### src/rtl/muldiv_wb_unit.sv
// Iterative RV32M multiply/divide unit with a registered one-cycle register-file writeback.
// Optional MULDIV_FLUSH_EN adds a flush input that abandons the in-flight op.
module muldiv_wb_unit #(
  parameter int unsigned DATA_WIDTH    = 32,
  parameter int unsigned ADDRESS_WIDTH = 5
) (
  input  logic                     clk,
  input  logic                     rst_n,
  input  logic                     start,
  input  logic [2:0]               funct3,
  input  logic [DATA_WIDTH-1:0]    op_a,
  input  logic [DATA_WIDTH-1:0]    op_b,
  input  logic [ADDRESS_WIDTH-1:0] dest,
`ifdef MULDIV_FLUSH_EN
  input  logic                     flush,
`endif
  output logic                     busy,
  output logic                     wb_en,
  output logic [ADDRESS_WIDTH-1:0] wb_dest,
  output logic [DATA_WIDTH-1:0]    wb_data
);

  localparam int unsigned W    = DATA_WIDTH;
  localparam int unsigned CntW = $clog2(DATA_WIDTH + 1);

  typedef enum logic [1:0] {StIdle, StRun, StDone} state_e;

  logic flush_w;
`ifdef MULDIV_FLUSH_EN
  assign flush_w = flush;
`else
  assign flush_w = 1'b0;
`endif

  state_e                 state_q, state_d;
  logic [CntW-1:0]        count_q, count_d;
  logic [2:0]             funct3_q, funct3_d;
  logic [ADDRESS_WIDTH-1:0] dest_q, dest_d;
  logic [W-1:0]           mb_q, mb_d;
  logic                   neg_q, neg_d;
  logic [2*W-1:0]         p_q, p_d;
  logic                   busy_q, busy_d;
  logic                   wb_en_q, wb_en_d;
  logic [ADDRESS_WIDTH-1:0] wb_dest_q, wb_dest_d;
  logic [W-1:0]           wb_data_q, wb_data_d;

  // Operand decode at accept time: magnitudes plus the sign to apply to the final result
  logic         a_signed, b_signed, a_neg, b_neg, res_neg;
  logic [W-1:0] a_mag, b_mag;

  always_comb begin
    a_signed = (funct3 == 3'd1) || (funct3 == 3'd2) || (funct3 == 3'd4) || (funct3 == 3'd6);
    b_signed = (funct3 == 3'd1) || (funct3 == 3'd4) || (funct3 == 3'd6);
    a_neg    = a_signed & op_a[W-1];
    b_neg    = b_signed & op_b[W-1];
    a_mag    = a_neg ? -op_a : op_a;
    b_mag    = b_neg ? -op_b : op_b;
    unique case (funct3[2:1])
      2'b10:   res_neg = (a_neg ^ b_neg) & (op_b != '0); // divide by zero keeps all-ones
      2'b11:   res_neg = a_neg;
      default: res_neg = a_neg ^ b_neg;
    endcase
  end

  // p_q holds {acc, multiplier} for multiply and {remainder, quotient} for divide
  logic [W:0]     mul_sum;
  logic [2*W-1:0] mul_next;
  logic [2*W:0]   div_sh;
  logic [W:0]     div_diff;
  logic [2*W-1:0] div_next;
  logic [2*W-1:0] prod_fix;
  logic [W-1:0]   q_raw, r_raw, quot_fix, rem_fix, result;

  always_comb begin
    mul_sum  = {1'b0, p_q[2*W-1:W]} + (p_q[0] ? {1'b0, mb_q} : '0);
    mul_next = {mul_sum, p_q[W-1:1]};
    div_sh   = {p_q, 1'b0};
    div_diff = div_sh[2*W:W] - {1'b0, mb_q};
    div_next = div_diff[W] ? div_sh[2*W-1:0] : {div_diff[W-1:0], div_sh[W-1:1], 1'b1};

    prod_fix = neg_q ? -p_q : p_q;
    q_raw    = p_q[W-1:0];
    r_raw    = p_q[2*W-1:W];
    quot_fix = neg_q ? -q_raw : q_raw;
    rem_fix  = neg_q ? -r_raw : r_raw;
    unique case (funct3_q)
      3'd0:             result = prod_fix[W-1:0];
      3'd1, 3'd2, 3'd3: result = prod_fix[2*W-1:W];
      3'd4, 3'd5:       result = quot_fix;
      default:          result = rem_fix;
    endcase
  end

  always_comb begin
    state_d   = state_q;
    count_d   = count_q;
    funct3_d  = funct3_q;
    dest_d    = dest_q;
    mb_d      = mb_q;
    neg_d     = neg_q;
    p_d       = p_q;
    busy_d    = busy_q;
    wb_en_d   = 1'b0;
    wb_dest_d = wb_dest_q;
    wb_data_d = wb_data_q;
    unique case (state_q)
      StIdle: begin
        if (start && !flush_w) begin
          funct3_d = funct3;
          dest_d   = dest;
          mb_d     = b_mag;
          neg_d    = res_neg;
          p_d      = {{W{1'b0}}, a_mag};
          count_d  = '0;
          busy_d   = 1'b1;
          state_d  = StRun;
        end
      end
      StRun: begin
        if (count_q == CntW'(W)) begin
          wb_data_d = result;
          wb_dest_d = dest_q;
          wb_en_d   = (dest_q != '0);
          state_d   = StDone;
        end else begin
          p_d     = funct3_q[2] ? div_next : mul_next;
          count_d = count_q + CntW'(1);
        end
      end
      StDone: begin
        busy_d  = 1'b0;
        state_d = StIdle;
      end
      default: state_d = StIdle;
    endcase
    if (flush_w && (state_q != StIdle)) begin
      state_d = StIdle;
      busy_d  = 1'b0;
      wb_en_d = 1'b0;
    end
  end

  always_ff @(posedge clk or negedge rst_n) begin
    if (!rst_n) begin
      state_q   <= StIdle;
      count_q   <= '0;
      funct3_q  <= '0;
      dest_q    <= '0;
      mb_q      <= '0;
      neg_q     <= 1'b0;
      p_q       <= '0;
      busy_q    <= 1'b0;
      wb_en_q   <= 1'b0;
      wb_dest_q <= '0;
      wb_data_q <= '0;
    end else begin
      state_q   <= state_d;
      count_q   <= count_d;
      funct3_q  <= funct3_d;
      dest_q    <= dest_d;
      mb_q      <= mb_d;
      neg_q     <= neg_d;
      p_q       <= p_d;
      busy_q    <= busy_d;
      wb_en_q   <= wb_en_d;
      wb_dest_q <= wb_dest_d;
      wb_data_q <= wb_data_d;
    end
  end

  assign busy    = busy_q;
  assign wb_en   = wb_en_q;
  assign wb_dest = wb_dest_q;
  assign wb_data = wb_data_q;

endmodule
### config.mk
export PLATFORM = sky130hd
export DESIGN_NAME = muldiv_wb_unit
export DESIGN_NICKNAME = d
export VERILOG_FILES = /design/src/rtl/muldiv_wb_unit.sv
export SDC_FILE = /design/constraint.sdc
export NUM_CORES = 1
export LEC_CHECK = 0
export ABC_AREA = 0
export BUFFER_PORTS_ARGS = -buffer_cell sky130_fd_sc_hd__clkbuf_2
export CORE_MARGIN = 5
export CORE_UTILIZATION = 40
export CTS_BUF_LIST = sky130_fd_sc_hd__clkbuf_8
export CTS_CLUSTER_DIAMETER = 150
export DETAILED_ROUTE_END_ITERATION = 10
export GPL_TIMING_DRIVEN = 0
export PLACE_DENSITY_LB_ADDON = 0.08
export SLEW_MARGIN = 40
export SYNTH_ARGS = -nofsm -noshare
export SYNTH_HDL_FRONTEND = slang
export SYNTH_SLANG_ARGS = --single-unit
### constraint.sdc
create_clock -name clk -period 3.25 [get_ports clk]
set_clock_uncertainty 0.1 [all_clocks]
set_input_delay 0.65 -clock clk [delete_from_list [all_inputs] [get_ports clk]]
set_output_delay 0.65 -clock clk [all_outputs]
set_load 0.05 [all_outputs]
## Yosys cells after proc, flatten, opt, wreduce, memory -nomap -nowiden

Cells that the tools add are included.

| storage, ports and cells | value |
|---|---|
| register bits after elaboration | 152 |
| bits of input ports | 75 |
| output and inout port bits | 39 |
| word-level logic and storage cells | 81 |

| operators by class | value |
|---|---|
| add/subtract/negate cells | 8 |
| equal/unequal tests | 17 |
| mux-type cells | 23 |
| bitwise logic cells | 4 |
| reductions and logical operators | 18 |

Operators by type and width:

| kind | count |
|---|---|
| two-way mux 64 bit | 5 |
| two-way mux 32 bit | 5 |
| negation 32 bit | 4 |
| one-hot mux 64 bit (2 select lines) | 1 |
| one-hot mux 32 bit (3 select lines) | 1 |
| negation 64 bit | 1 |
| adder 32 x 32 -> 33 bit | 1 |
| subtractor 33 x 32 -> 33 bit | 1 |
| nonzero test 32 bit | 1 |
| == test 3 bit, second input constant | 4 |
| two-way mux 6 bit | 2 |
| one-hot mux 6 bit (2 select lines) | 1 |
| == test 3 x 2 -> 1 bit, second input constant | 3 |
| AND reduction 2 bit | 4 |
| adder 6 x 1 -> 6 bit, second input constant | 1 |
| == test 2 bit, second input constant | 3 |
| == test 3 x 1 -> 1 bit, second input constant | 2 |
| == test 6 bit, second input constant | 1 |
| inequality test 2 bit, second input constant | 3 |
| logical OR 1 bit | 5 |
| nonzero test 5 bit | 1 |
| two-way mux 2 bit | 2 |
| one-hot mux 1 bit (2 select lines) | 2 |
| one-hot mux 2 bit (2 select lines) | 1 |
| 10 further kinds | 15 |

## Longest topological paths before layout

| logic depth | value |
|---|---|
| depth in word-level cells | 8 |
| mapped depth | 15 |
| gate-level depth less buffers | 13 |

## Worst setup path after synthesis

OpenSTA, ideal clock, no wires.

| path | value |
|---|---|
| path kind | reg2reg |
| start point | register p_q[0] |
| end point | register p_q[57] |
| setup time | 0.133 ns |
| arrival time | 3.208 ns |
| data required time | 3.017 ns |
| slack | -0.191 ns |
| stages on the path, launching flop included | 15 |
| buffers on the path | 2 |
| clock period less this slack | 3.441 ns |
| path through | dfrtp_1 -> clkbuf_1 -> inv_1 -> clkbuf_1 -> nor2_1 -> ha_1 -> a21oi_1 -> o211ai_1 -> a31o_2 -> a41o_1 -> a311oi_1 -> o311ai_0 -> xor2_1 -> a22oi_1 -> o21ai_0 |

| on the way | value |
|---|---|
| cells in the longest elaborated chain, start to end | 5 |

Ends and longest elaborated chain:

| what | RTL line | text |
|---|---|---|
| start: declaration | 41 | `logic [2*W-1:0] p_q, p_d;` |
| start signal: assignment | 163 | `p_q <= p_d;` |
| two-way mux 32 bit | 75 | `mul_sum = {1'b0, p_q[2*W-1:W]} + (p_q[0] ? {1'b0, mb_q} : '0);` |
| adder 32 x 32 -> 33 bit | 75 |  |
| two-way mux 64 bit | 126 | `p_d = funct3_q[2] ? div_next : mul_next;` |
| two-way mux 64 bit | 120 | `if (count_q == CntW'(W)) begin` |
| one-hot mux 64 bit (2 select lines) | 106 | `unique case (state_q)` |

Every way passes these cells. The select of a mux whose other input is x is not followed.
A chain may end at the register's enable or synchronous reset.

## Worst setup path after layout

| path | value |
|---|---|
| start point | register mb_q[5] |
| end point | register p_q[39] |

| on the way | value |
|---|---|
| cells in the longest elaborated chain, start to end | 5 |
| elaborated cells on any way between the ends | 7 |
| those cells by class | add/sub (2); mux (5) |

Ends and longest elaborated chain:

| what | RTL line | text |
|---|---|---|
| start: declaration | 39 | `logic [W-1:0] mb_q, mb_d;` |
| start signal: assignment | 161 | `mb_q <= mb_d;` |
| subtractor 33 x 32 -> 33 bit / two-way mux 32 bit (equally long branches) | 78, 75 |  |
| two-way mux 64 bit / adder 32 x 32 -> 33 bit (equally long branches) | 79, 75 |  |
| two-way mux 64 bit (*) | 126 |  |
| two-way mux 64 bit (*) | 120 |  |
| one-hot mux 64 bit (2 select lines) (*) | 106 |  |

Every way passes the cells marked *; elsewhere a longest branch is shown, timed or not. The select of a mux whose other input is x is not followed.

==> flow_summary.ini <==
[routing]
highest_layer = met4
drc = 0
via_per_inst = 5.99
wl_per_cell_um = 23.2
drtIter0Drc = 1249
antenna_left = 0
drt-total-wl_um = 58600
routed-wl-met2_um = 25900
met1_length_um = 26600
vias = 15200
drt_first_pass_iters = 6
dr_wl_met3_um = 4620

[logic_synthesis]
yosys_warnings = 0
synth-seq-cells = 152
syn_area_per_cell_um2 = 7.54
yosysSeqAreaShare = 0.270
syn_inst = 1868
syn_area_um2 = 14100
synth_top_area_cell = dfrtp_1
netlist.area_leader.share = 0.270
ys_async_sr_fraction = 1.00
synth_ff_type = dfrtp_1
synthTopCellsByArea = dfrtp_1 27%, o21ai_0 8.1%, xnor2_1 7.2%
synth.net_count = 2015
synth_edf_count = 0
synth_cell_type_count = 75

[critical_path]
crit_path_start_kind = register
critPathRequiredTime_ns = 3.55
setup.worst_path.class = register to register
crit_slowest_cell = dfrtp_2
crit_family = compound AO/OA/AOI/OAI gates
end_kind = register
cp.arrival_ns = 3.56
worstPathMaxFanout = 5
path_buf_inv = 4
slowest_delay_ns = 0.47
path_cells = inv_1 > ha_2 > a21oi_2 > nand2_1 > o21a_1 > o2111a_2 > o211a_1 > o211ai_1 > buf_4 > buf_8 > buf_12 > mux2i_1 > a21oi_1 > a21o_1

[sta]
worst_pin_slew_ns = 0.879
setup_viol = 2
slew_viol_final = 0
fin_crit_ns = 3.26
setup_slack_ns = -0.00989
period_share = 1.00
fmax_ghz = 0.307
holdWs_ns = 0.220
rsz0062_at_grt = yes
hold_violations = 0
max_slew_margin = 0.414

[clock_network]
cts_tree = yes
clkSinkCount = 152
path_clk_slew_ns = 0.10
cts_buffers = 17
cts_buffer_depth = 2
clk_latency_ns = 0.52
htreeDepth = 4
cts-root-buf = clkbuf_8

[job]
maxCapViolations = 0

[grt]
grt_max_degree = 59
antenna_found_initial = 0
overflow = 0
grtUsageTotal = 0.289
grt_first_pass_wirelength_um = 87600
grt_pass1_vias = 14500

[outcome]
violations = negative setup slack
outcome = finished, violations left

[die]
ios = 114
start_util = 0.407
die_area_um2 = 39100
fp.dieH_um = 198
fp.coreArea_um2 = 34600
rows = 68
fp.dieW_um = 198

[layout]
fin_cells = 2530
multiInputGateArea_um2 = 10400
synthToLayoutAreaGrowth_pct = 22.5
nets = 2210
fillers = 3474
area.sequential_um2 = 3840
drive_gt1_frac = 0.207
diodes = 0

[placement]
pre_cts_slack_ns = -1.43
dp_hpwl_um = 44900
place_inst = 2438
port_buffers = 113
place.gp.congestion = 0.984

[hold_path]
hold_path.class = input pin to register
[synth_stat cells (4+ instances only)]
cell type / instances
o41ai_1: 14
and3_1: 12
o21ai_1: 8
o2111ai_1: 5
o22ai_1: 13
o21a_1: 5
a21o_1: 29
inv_1: 77
nor2b_1: 19
xor2_1: 65
or2_2: 12
mux2i_1: 52
ha_1: 70
nand3_1: 30
buf_1: 15
or4_4: 4
o31ai_1: 29
dfrtp_1: 152
o211ai_1: 14
a31oi_1: 20
clkbuf_1: 96
nor2_1: 140
and2_1: 7
o21ai_0: 227
o221ai_1: 8
a311oi_1: 6
o21bai_1: 6
or4_1: 17
xnor2_1: 116
or3_1: 26
a22oi_1: 17
a211oi_1: 12
nand2_1: 253
a21oi_1: 150
nand2b_1: 12
a221oi_1: 7
nor4_1: 13
nand4_1: 11
buf_2: 5
nor3_1: 34
[final timing paths]
check	start	to	slack [ns]	cells past startpoint
setup / recovery	mb_q[5]$_DFFE_PN0P_	p_q[39]$_DFFE_PN0P_	-0.01	14
hold / removal	dest[4]	dest_q[4]$_DFFE_PN0P_	0.22	3
setup reg to reg	mb_q[5]$_DFFE_PN0P_	p_q[39]$_DFFE_PN0P_	-0.01	14
hold reg to reg	state_q[1]$_DFFE_PN0P_	busy$_DFFE_PN0P_	0.38	1
max in group asynchronous	rst_n	p_q[24]$_DFFE_PN0P_	1.56	4
min in group asynchronous	rst_n	p_q[41]$_DFFE_PN0P_	0.52	2
[sequential cells by signal, indices dropped and copies added, names as in the netlist]
signal	count
wb_data	32
wb_dest	5
neg_q	1
count_q	6
funct3_q	3
state_q	2
dest_q	5
p_q	64
wb_en	1
mb_q	32
busy	1
[cell usage in the layout, fill, tap and decap left out, types with 50 or more instances in the layout]
master | synthesis | final
a21oi_1 | 150 | 131
mux2i_1 | 52 | 50
o21ai_0 | 227 | 206
clkbuf_2 | 0 | 115
nor2_1 | 140 | 127
xnor2_1 | 116 | 116
clkbuf_1 | 96 | 71
dfrtp_1 | 152 | 121
ha_1 | 70 | 50
buf_4 | 0 | 68
xor2_1 | 65 | 65
nand2_1 | 253 | 249
inv_1 | 77 | 69
[layer usage]
| metal | global-route usage | vias to the layer above |
|---|---|---|
| li1 | - | 7081 |
| met1 | 0.415 | 7372 |
| met2 | 0.444 | 600 |
| met3 | 0.0519 | 97 |
| met4 | 0.0870 | 0 |
| met5 | 0 | - |
[kinds of logic (layout without fill, tap and decap cells)]
kind of cell,Yosys count,in the layout,share of synthesized area
AOI/OAI and AO/OA,608,608,0.261
xor gates and xnor gates,181,181,0.113
adders and majority gates,72,72,0.0650
buffers and inverters,195,402,0.0529
DFF,152,152,0.270
muxes,54,54,0.0385
and+or+nand+nor,606,606,0.200
[stage by stage]
step	cell area (um^2)	utilization	setup TNS, ns
after floorplan	14100	-	0
after global placement	15200	0.440	-274.10
after detailed placement	15300	0.442	-44.19
after CTS	16100	0.466	-0.0272
after global routing	17300	0.498	-1.03
final	17300	0.498	-0.0124
[worst min-delay path: stages]
cell      delay (ns)
clkbuf_2        0.07
nand2_1         0.04
nand2_1         0.04
[layout make-up]
class | instances | area share
multi-input cells | 1521 | 0.600
plain buffers | 103 | 0.0294
clock inverters | 12 | 0.00805
well taps | 455 | 0.0330
clock buffers | 19 | 0.0152
flip-flops and latches | 152 | 0.223
inverters | 78 | 0.0173
repair buffers | 190 | 0.0746
[timing repair]
action | CTS | global route
resized for setup | 95 | 179
cloned | 1 | 3
setup endpoints to repair | 57 | 59
hold endpoints to repair | 43 | 0
pin swaps | 13 | 59
setup buffers | 17 | 52
hold buffers | 1 | 0
Power is left out: the tool's default activity adds up to more than one toggle a clock period on the data nets, which glitch-free logic cannot reach.
